==> src/rtl/keypad_if.sv <==
// keypad_if: signal bundle between the keypad scanner and the keypad/consumer side.
//   col_in     : keypad columns, active-low, pulled up, asynchronous
//   row_out    : keypad rows, active-low, one row low at a time
//   num_out    : one-hot digit level (bit n = digit n committed)
//   set_pulse  : one-cycle pulse when '#' becomes the committed key
//   star_pulse : one-cycle pulse when '*' becomes the committed key
//   key_code   : committed key (0-9 digits, 10 '*', 11 '#', 15 none/multi)
//   key_valid  : exactly one key committed
//   multi_key  : committed state is two or more keys
// master = scanner side, slave = keypad matrix / downstream logic side.
interface keypad_if;
   logic [2:0] col_in;
   logic [3:0] row_out;
   logic [9:0] num_out;
   logic       set_pulse;
   logic       star_pulse;
   logic [3:0] key_code;
   logic       key_valid;
   logic       multi_key;

   modport master (
      input  col_in,
      output row_out,
      output num_out,
      output set_pulse,
      output star_pulse,
      output key_code,
      output key_valid,
      output multi_key
   );

   modport slave (
      output col_in,
      input  row_out,
      input  num_out,
      input  set_pulse,
      input  star_pulse,
      input  key_code,
      input  key_valid,
      input  multi_key
   );
endinterface

==> src/rtl/keypad_scanner.sv <==
// keypad_scanner: 4x3 telephone keypad front end. Scans rows, samples the
// synchronized columns at the end of each row period, classifies each full
// frame (none / single key / multiple keys), debounces over whole frames and
// drives registered digit, code and pulse outputs from the committed state.
// Ports:
//   clk : system clock
//   rst : asynchronous, active-high reset
//   kp  : keypad_if.master (col_in in; row_out, num_out, set_pulse,
//         star_pulse, key_code, key_valid, multi_key out)
// Parameters:
//   SCAN_DIV       : cycles each row stays driven (>= 3 so the 2-flop
//                    synchronizer latency stays inside one row period)
//   DEBOUNCE_SCANS : identical frames needed to commit a new state (1-15)
//
// Debounce state kinds (candidate and committed):
//   state     | meaning
//   KS_NONE   | no key in the frame, code held at 15
//   KS_SINGLE | exactly one key, code 0-9 digit, 10 '*', 11 '#'
//   KS_MULTI  | two or more keys, code held at 15
module keypad_scanner #(
   parameter int SCAN_DIV       = 4,
   parameter int DEBOUNCE_SCANS = 3
) (
   input  logic     clk,
   input  logic     rst,
   keypad_if.master kp
);

   typedef enum logic [1:0] {
      KS_NONE   = 2'd0,
      KS_SINGLE = 2'd1,
      KS_MULTI  = 2'd2
   } key_kind_t;

   localparam int         DIV_W    = (SCAN_DIV > 2) ? $clog2(SCAN_DIV) : 2;
   localparam logic [DIV_W-1:0] DIV_LAST = DIV_W'(SCAN_DIV - 1);
   localparam logic [3:0] CNT_MAX  = 4'(DEBOUNCE_SCANS);
   localparam logic [3:0] CODE_NONE = 4'hF;
   localparam logic [3:0] CODE_STAR = 4'd10;
   localparam logic [3:0] CODE_HASH = 4'd11;

   // frame bit (row*3 + col) to key code
   function automatic logic [3:0] bit_code(input logic [3:0] idx);
      logic [3:0] code;
      case (idx)
         4'd0:    code = 4'd1;
         4'd1:    code = 4'd2;
         4'd2:    code = 4'd3;
         4'd3:    code = 4'd4;
         4'd4:    code = 4'd5;
         4'd5:    code = 4'd6;
         4'd6:    code = 4'd7;
         4'd7:    code = 4'd8;
         4'd8:    code = 4'd9;
         4'd9:    code = CODE_STAR;
         4'd10:   code = 4'd0;
         4'd11:   code = CODE_HASH;
         default: code = CODE_NONE;
      endcase
      return code;
   endfunction

   logic [DIV_W-1:0] div_cnt;
   logic [1:0]       row_idx;
   logic [2:0]       col_s1;
   logic [2:0]       col_s2;
   logic [11:0]      frame;
   logic             frame_done;
   logic             row_end;

   assign row_end = (div_cnt == DIV_LAST);

   // Row scan, column synchronizer and frame capture.
   always_ff @(posedge clk or posedge rst) begin
      if (rst) begin
         div_cnt    <= '0;
         row_idx    <= 2'd0;
         kp.row_out <= 4'b1110;
         col_s1     <= 3'b111;
         col_s2     <= 3'b111;
         frame      <= '0;
         frame_done <= 1'b0;
      end else begin
         col_s1     <= kp.col_in;
         col_s2     <= col_s1;
         frame_done <= 1'b0;
         if (row_end) begin
            div_cnt    <= '0;
            row_idx    <= row_idx + 2'd1;
            kp.row_out <= {kp.row_out[2:0], kp.row_out[3]};
            case (row_idx)
               2'd0:    frame[2:0]  <= ~col_s2;
               2'd1:    frame[5:3]  <= ~col_s2;
               2'd2:    frame[8:6]  <= ~col_s2;
               default: frame[11:9] <= ~col_s2;
            endcase
            // frame is complete one cycle after the row-3 sample
            frame_done <= (row_idx == 2'd3);
         end else begin
            div_cnt <= div_cnt + DIV_W'(1);
         end
      end
   end

   // Frame classification.
   logic      frame_any;
   logic      frame_many;
   logic [3:0] frame_code;
   key_kind_t new_kind;
   logic [3:0] new_code;

   always_comb begin
      frame_any  = 1'b0;
      frame_many = 1'b0;
      frame_code = CODE_NONE;
      for (int i = 0; i < 12; i++) begin
         if (frame[i]) begin
            if (frame_any) frame_many = 1'b1;
            frame_any  = 1'b1;
            frame_code = bit_code(4'(i));
         end
      end
      if (frame_many) begin
         new_kind = KS_MULTI;
         new_code = CODE_NONE;
      end else if (frame_any) begin
         new_kind = KS_SINGLE;
         new_code = frame_code;
      end else begin
         new_kind = KS_NONE;
         new_code = CODE_NONE;
      end
   end

   // Debounce: candidate/stable counter and committed state.
   key_kind_t  cand_kind;
   key_kind_t  cand_kind_n;
   logic [3:0] cand_code;
   logic [3:0] cand_code_n;
   logic [3:0] stable_cnt;
   logic [3:0] stable_n;
   key_kind_t  comm_kind;
   key_kind_t  comm_kind_n;
   logic [3:0] comm_code;
   logic [3:0] comm_code_n;
   logic       commit;

   always_ff @(posedge clk or posedge rst) begin
      if (rst) begin
         cand_kind  <= KS_NONE;
         cand_code  <= CODE_NONE;
         stable_cnt <= 4'd0;
         comm_kind  <= KS_NONE;
         comm_code  <= CODE_NONE;
      end else begin
         cand_kind  <= cand_kind_n;
         cand_code  <= cand_code_n;
         stable_cnt <= stable_n;
         comm_kind  <= comm_kind_n;
         comm_code  <= comm_code_n;
      end
   end

   always_comb begin
      cand_kind_n = cand_kind;
      cand_code_n = cand_code;
      stable_n    = stable_cnt;
      comm_kind_n = comm_kind;
      comm_code_n = comm_code;
      commit      = 1'b0;
      if (frame_done) begin
         if (new_kind == cand_kind && new_code == cand_code) begin
            if (stable_cnt < CNT_MAX) stable_n = stable_cnt + 4'd1;
         end else begin
            cand_kind_n = new_kind;
            cand_code_n = new_code;
            stable_n    = 4'd1;
         end
         // commit on the same edge the counter reaches the threshold
         if (stable_n == CNT_MAX &&
             (cand_kind_n != comm_kind || cand_code_n != comm_code)) begin
            commit      = 1'b1;
            comm_kind_n = cand_kind_n;
            comm_code_n = cand_code_n;
         end
      end
   end

   // Registered outputs, updated from the state being committed.
   always_ff @(posedge clk or posedge rst) begin
      if (rst) begin
         kp.num_out    <= '0;
         kp.set_pulse  <= 1'b0;
         kp.star_pulse <= 1'b0;
         kp.key_code   <= CODE_NONE;
         kp.key_valid  <= 1'b0;
         kp.multi_key  <= 1'b0;
      end else begin
         kp.set_pulse  <= commit && comm_kind_n == KS_SINGLE && comm_code_n == CODE_HASH;
         kp.star_pulse <= commit && comm_kind_n == KS_SINGLE && comm_code_n == CODE_STAR;
         if (commit) begin
            if (comm_kind_n == KS_SINGLE && comm_code_n <= 4'd9)
               kp.num_out <= 10'd1 << comm_code_n;
            else
               kp.num_out <= '0;
            kp.key_code  <= (comm_kind_n == KS_SINGLE) ? comm_code_n : CODE_NONE;
            kp.key_valid <= (comm_kind_n == KS_SINGLE);
            kp.multi_key <= (comm_kind_n == KS_MULTI);
         end
      end
   end

endmodule

==> src/flat_wrapper.sv <==
// flat-port wrapper written by rule: the top's interface ports become plain ports
module keypad_scanner_flat 
#(
   parameter int SCAN_DIV       = 4,
   parameter int DEBOUNCE_SCANS = 3
)
  (clk, rst, kp_col_in, kp_row_out, kp_num_out, kp_set_pulse, kp_star_pulse, kp_key_code, kp_key_valid, kp_multi_key);
  keypad_if kp_i ();
  input  logic clk;
  input  logic rst;
  input wire logic [$bits(kp_i.col_in)-1:0] kp_col_in;
  output wire logic [$bits(kp_i.row_out)-1:0] kp_row_out;
  output wire logic [$bits(kp_i.num_out)-1:0] kp_num_out;
  output wire logic [$bits(kp_i.set_pulse)-1:0] kp_set_pulse;
  output wire logic [$bits(kp_i.star_pulse)-1:0] kp_star_pulse;
  output wire logic [$bits(kp_i.key_code)-1:0] kp_key_code;
  output wire logic [$bits(kp_i.key_valid)-1:0] kp_key_valid;
  output wire logic [$bits(kp_i.multi_key)-1:0] kp_multi_key;
  assign kp_i.col_in = kp_col_in;
  assign kp_row_out = kp_i.row_out;
  assign kp_num_out = kp_i.num_out;
  assign kp_set_pulse = kp_i.set_pulse;
  assign kp_star_pulse = kp_i.star_pulse;
  assign kp_key_code = kp_i.key_code;
  assign kp_key_valid = kp_i.key_valid;
  assign kp_multi_key = kp_i.multi_key;
  keypad_scanner #(.SCAN_DIV(SCAN_DIV), .DEBOUNCE_SCANS(DEBOUNCE_SCANS)) u_core (.clk(clk), .rst(rst), .kp(kp_i));
endmodule
==> config.mk <==
export PLATFORM = sky130hd
export DESIGN_NAME = keypad_scanner_flat
export DESIGN_NICKNAME = d
export VERILOG_FILES = /design/src/rtl/keypad_if.sv /design/src/rtl/keypad_scanner.sv /design/src/flat_wrapper.sv
export SDC_FILE = /design/constraint.sdc
export NUM_CORES = 1
export LEC_CHECK = 0
export ABC_AREA = 1
export ABC_CLOCK_PERIOD_IN_PS = 5060
export BUFFER_PORTS_ARGS = -buffer_cell sky130_fd_sc_hd__buf_2
export CAP_MARGIN = 20
export CORE_UTILIZATION = 61
export CTS_CLUSTER_SIZE = 8
export DETAILED_ROUTE_END_ITERATION = 7
export GPL_ROUTABILITY_DRIVEN = 0
export PLACE_DENSITY_LB_ADDON = 0.25
export SLEW_MARGIN = 20
export SYNTH_ARGS = -nofsm -noshare
export SYNTH_HDL_FRONTEND = slang
export SYNTH_SLANG_ARGS = --single-unit
==> constraint.sdc <==
create_clock -name clk -period 5.06 [get_ports clk]
set_input_delay 1.012 -clock clk [delete_from_list [all_inputs] [get_ports clk]]
set_output_delay 1.012 -clock clk [all_outputs]
set_load 0.01 [all_outputs]
==> results.cfg <==
[logic_synthesis]
synth_area_leaders = dfrtp_1 (33%), dfstp_2 (18%), nand2_1 (13%)
yosys-top-cells-count = nand2_1 (109), inv_1 (44), dfrtp_1 (40)
synth_edf_count = 0
yosysWarningCount = 0
yosysSeqAreaShare_pct = 50.6
synth_top_area_share_pct = 32.6
yosys.area.top_type = dfrtp_1
async_flop_share_pct = 100
syn_inst = 366
yosysMostFrequentCell = nand2_1
postSynthAreaPerCell_um2 = 8.38
ys_ff_latch = 61
synthDistinctLibCells = 34
syn_nets = 377
synth_area_um2 = 3070
ys.flop_type = dfrtp_1

[die]
die_h_um = 72.9
rows = 25
die_w_um = 72.9
io_pins = 27
initial_core_util_pct = 64.1
die_area_um2 = 5320
design.core.area_um2 = 4790

[critical_path]
arrival_ps = 3320
end_kind = register
path_class = reg -> reg
reg2reg_to = u_core.kp.num_out[8]$_DFFE_PP0P_
cp_max_fo = 25
worstSetupStartpointType = register
critical_path.endpoint = u_core.kp.num_out[8]$_DFFE_PP0P_
reg2reg_slack_ps = 2000
reg2reg_from = u_core.frame[3]$_DFFE_PP0P_
worstPathRequired_ps = 5320
rr_worst_depth = 17
crit_path_start = u_core.frame[3]$_DFFE_PP0P_

[sta]
layout_setup_ws_ps = 2000
totalNegativeSetupSlack_ps = 0
min_period_over_period_pct = 60.4
skew_ps = 5.36
fmax_mhz = 327
fin_crit_ps = 3060
worst_pin_slew_ps = 544
slew-limit-headroom_pct = 63.8
finalMaxSlewViolations = 0
setup_viol = 0
hold_viol_final = 0
rsz0062_at_grt = no

[placed_design]
place.port_buffers = 26
dp_hpwl_mm = 4.09
place_area_um2 = 3260
dp_slack_ps = 2060
placedCellCount = 455

[finish]
final_nets = 410
num_antenna_cells = 0
layout-drive-gt1-share_pct = 23.8
utilization_pct = 72.7
instances_no_fill = 471
final_area_um2 = 3480
area_growth_pct = 13.3

[power_and_ir_drop]
leakage_nw = 1.81
power.share.sequential_pct = 49.5
p_int_mw = 0.804
pwr-share-clk_pct = 44.5
p_per_area_nw_per_um2 = 301
ir_worst_vdd_mv = 0.210
switching_power_mw = 0.241
sw_frac_of_total_pct = 23.1
combPwrFrac_pct = 6.0

[global_route]
grt_max_degree = 45
grt_first_pass_wirelength_mm = 10.3
grt_usage_pct = 25.8
grt_remaining_overflow = 0
grt_pass1_vias = 2356
grt_antenna_before_repair = 0

[clock_network]
clkLatencyLatePin_ps = 330
cts_resized = 0
cts_buffer_depth = 2
root_buffer = clkbuf_8
cts_buffers = 9
cts_hold_buf = 0
post_cts_buffers = 0
cts_tree = yes
cts_sinks = 61
clk_pin_slew_worst_paths_ps = 70
h-tree-depth = 3

[route]
vias = 2453
post_drt_wl_per_cell_um = 12.5
first_pass_iters = 4
postRouteWirelength_mm = 5.89
viasPerCell = 5.21
drc = 0
ant_nets = 0
first_iter_violations = 209

[worst_hold_path]
min_path_type = reg -> reg
min_delay_path_depth = 0

[flow_run]
cap_violations = 0

[outcome]
status = finished clean
==> layer usage <==
metal / vias to the layer above / share of wire, % / wire length [um] / global-route usage (%)
li1: 1219 / - / - / -
met1: 1145 / 46 / 2690 / 33.6
met2: 81 / 47 / 2780 / 41.1
met3: 8 / 5.8 / 344 / 6.77
met4: 0 / 1.3 / 75 / 11.1
met5: - / 0 / 0 / 0
==> through the flow <==
stage | hold WS (ps) | power (mW)
2_1_floorplan | 345 | 0.571
3_3_place_gp | 346 | 0.586
3_5_place_dp | 347 | 0.588
4_1_cts | 357 | 1.06
5_1_grt | 356 | 1.09
6_report | 356 | 1.05
==> worst min-delay path by stage <==
stage                                from                         end  slack (ps)
2_1_floorplan  u_core.col_s1[0]$_DFF_PP1_  u_core.col_s2[0]$_DFF_PP1_         350
3_3_place_gp   u_core.col_s1[0]$_DFF_PP1_  u_core.col_s2[0]$_DFF_PP1_         350
3_5_place_dp   u_core.col_s1[2]$_DFF_PP1_  u_core.col_s2[2]$_DFF_PP1_         350
4_1_cts        u_core.col_s1[0]$_DFF_PP1_  u_core.col_s2[0]$_DFF_PP1_         360
5_1_grt        u_core.col_s1[1]$_DFF_PP1_  u_core.col_s2[1]$_DFF_PP1_         360
6_report       u_core.col_s1[1]$_DFF_PP1_  u_core.col_s2[1]$_DFF_PP1_         360
==> power groups by stage <==
stage	combinational, mW	sequential [mW]	clock (mW)
after floorplan	0.0472	0.524	0
after global placement	0.0611	0.525	0
after detailed placement	0.0633	0.525	0
after CTS	0.0641	0.517	0.475
after global routing	0.0718	0.519	0.496
final	0.0631	0.517	0.465
==> cell type report <==
cell class | instances | area, um^2
flip-flops and latches | 61 | 1550
clock buffers | 11 | 131
repair buffers | 27 | 138
fillers | 353 | 1310
well taps | 67 | 83.8
clock inverters | 5 | 83.8
multi-input cells | 250 | 1300
inverters | 50 | 188
==> flip-flops by register name, indices dropped and copies added (netlist names) <==
| signal | count |
|---|---|
| u_core.row_idx | 2 |
| u_core.kp.num_out | 10 |
| u_core.kp.star_pulse | 1 |
| u_core.stable_cnt | 4 |
| u_core.comm_kind | 2 |
| u_core.comm_code | 4 |
| u_core.kp.key_code | 4 |
| u_core.col_s2 | 3 |
| u_core.kp.multi_key | 1 |
| u_core.kp.set_pulse | 1 |
| u_core.col_s1 | 3 |
| u_core.cand_code | 4 |
| u_core.frame_done | 1 |
| u_core.cand_kind | 2 |
| u_core.div_cnt | 2 |
| u_core.kp.key_valid | 1 |
| u_core.frame | 12 |
| u_core.kp.row_out | 4 |
==> logic make-up after synthesis <==
logic type / synth area share (%)
adders and majority gates: 2.45
xor gates and xnor gates: 2.28
AOI/OAI and AO/OA: 8.44
buffers and inverters: 7.01
and+or+nand+nor: 29.2
DFF: 50.6
==> critical path, stage by stage (launching register included) <==
cell	delay (ps)
dfrtp_1	440
nor2_1	220
nand2_2	120
nor2_4	130
nand3_1	90
nand2_2	150
nand4_2	260
nand2_1	120
nand2_1	60
nor2_1	130
nand3_2	130
nor2_4	150
nand3_4	260
nand2_1	160
nand2_2	80
nor2_1	240
nand4_1	120
nand2_1	100
==> placed cells by master, fill, tap and decap left out, types with 7 or more instances in the layout <==
master and instances:
a21oi_1 7, buf_2 26, clkbuf_8 9, dfrtp_1 40
dfstp_2 21, inv_1 43, inv_2 7, nand2_1 109
nand3_1 12, nand4_1 10, nor2_1 31, nor2_4 8
o21ai_0 29, xor2_1 7
Power figures use the tool's default switching activity.
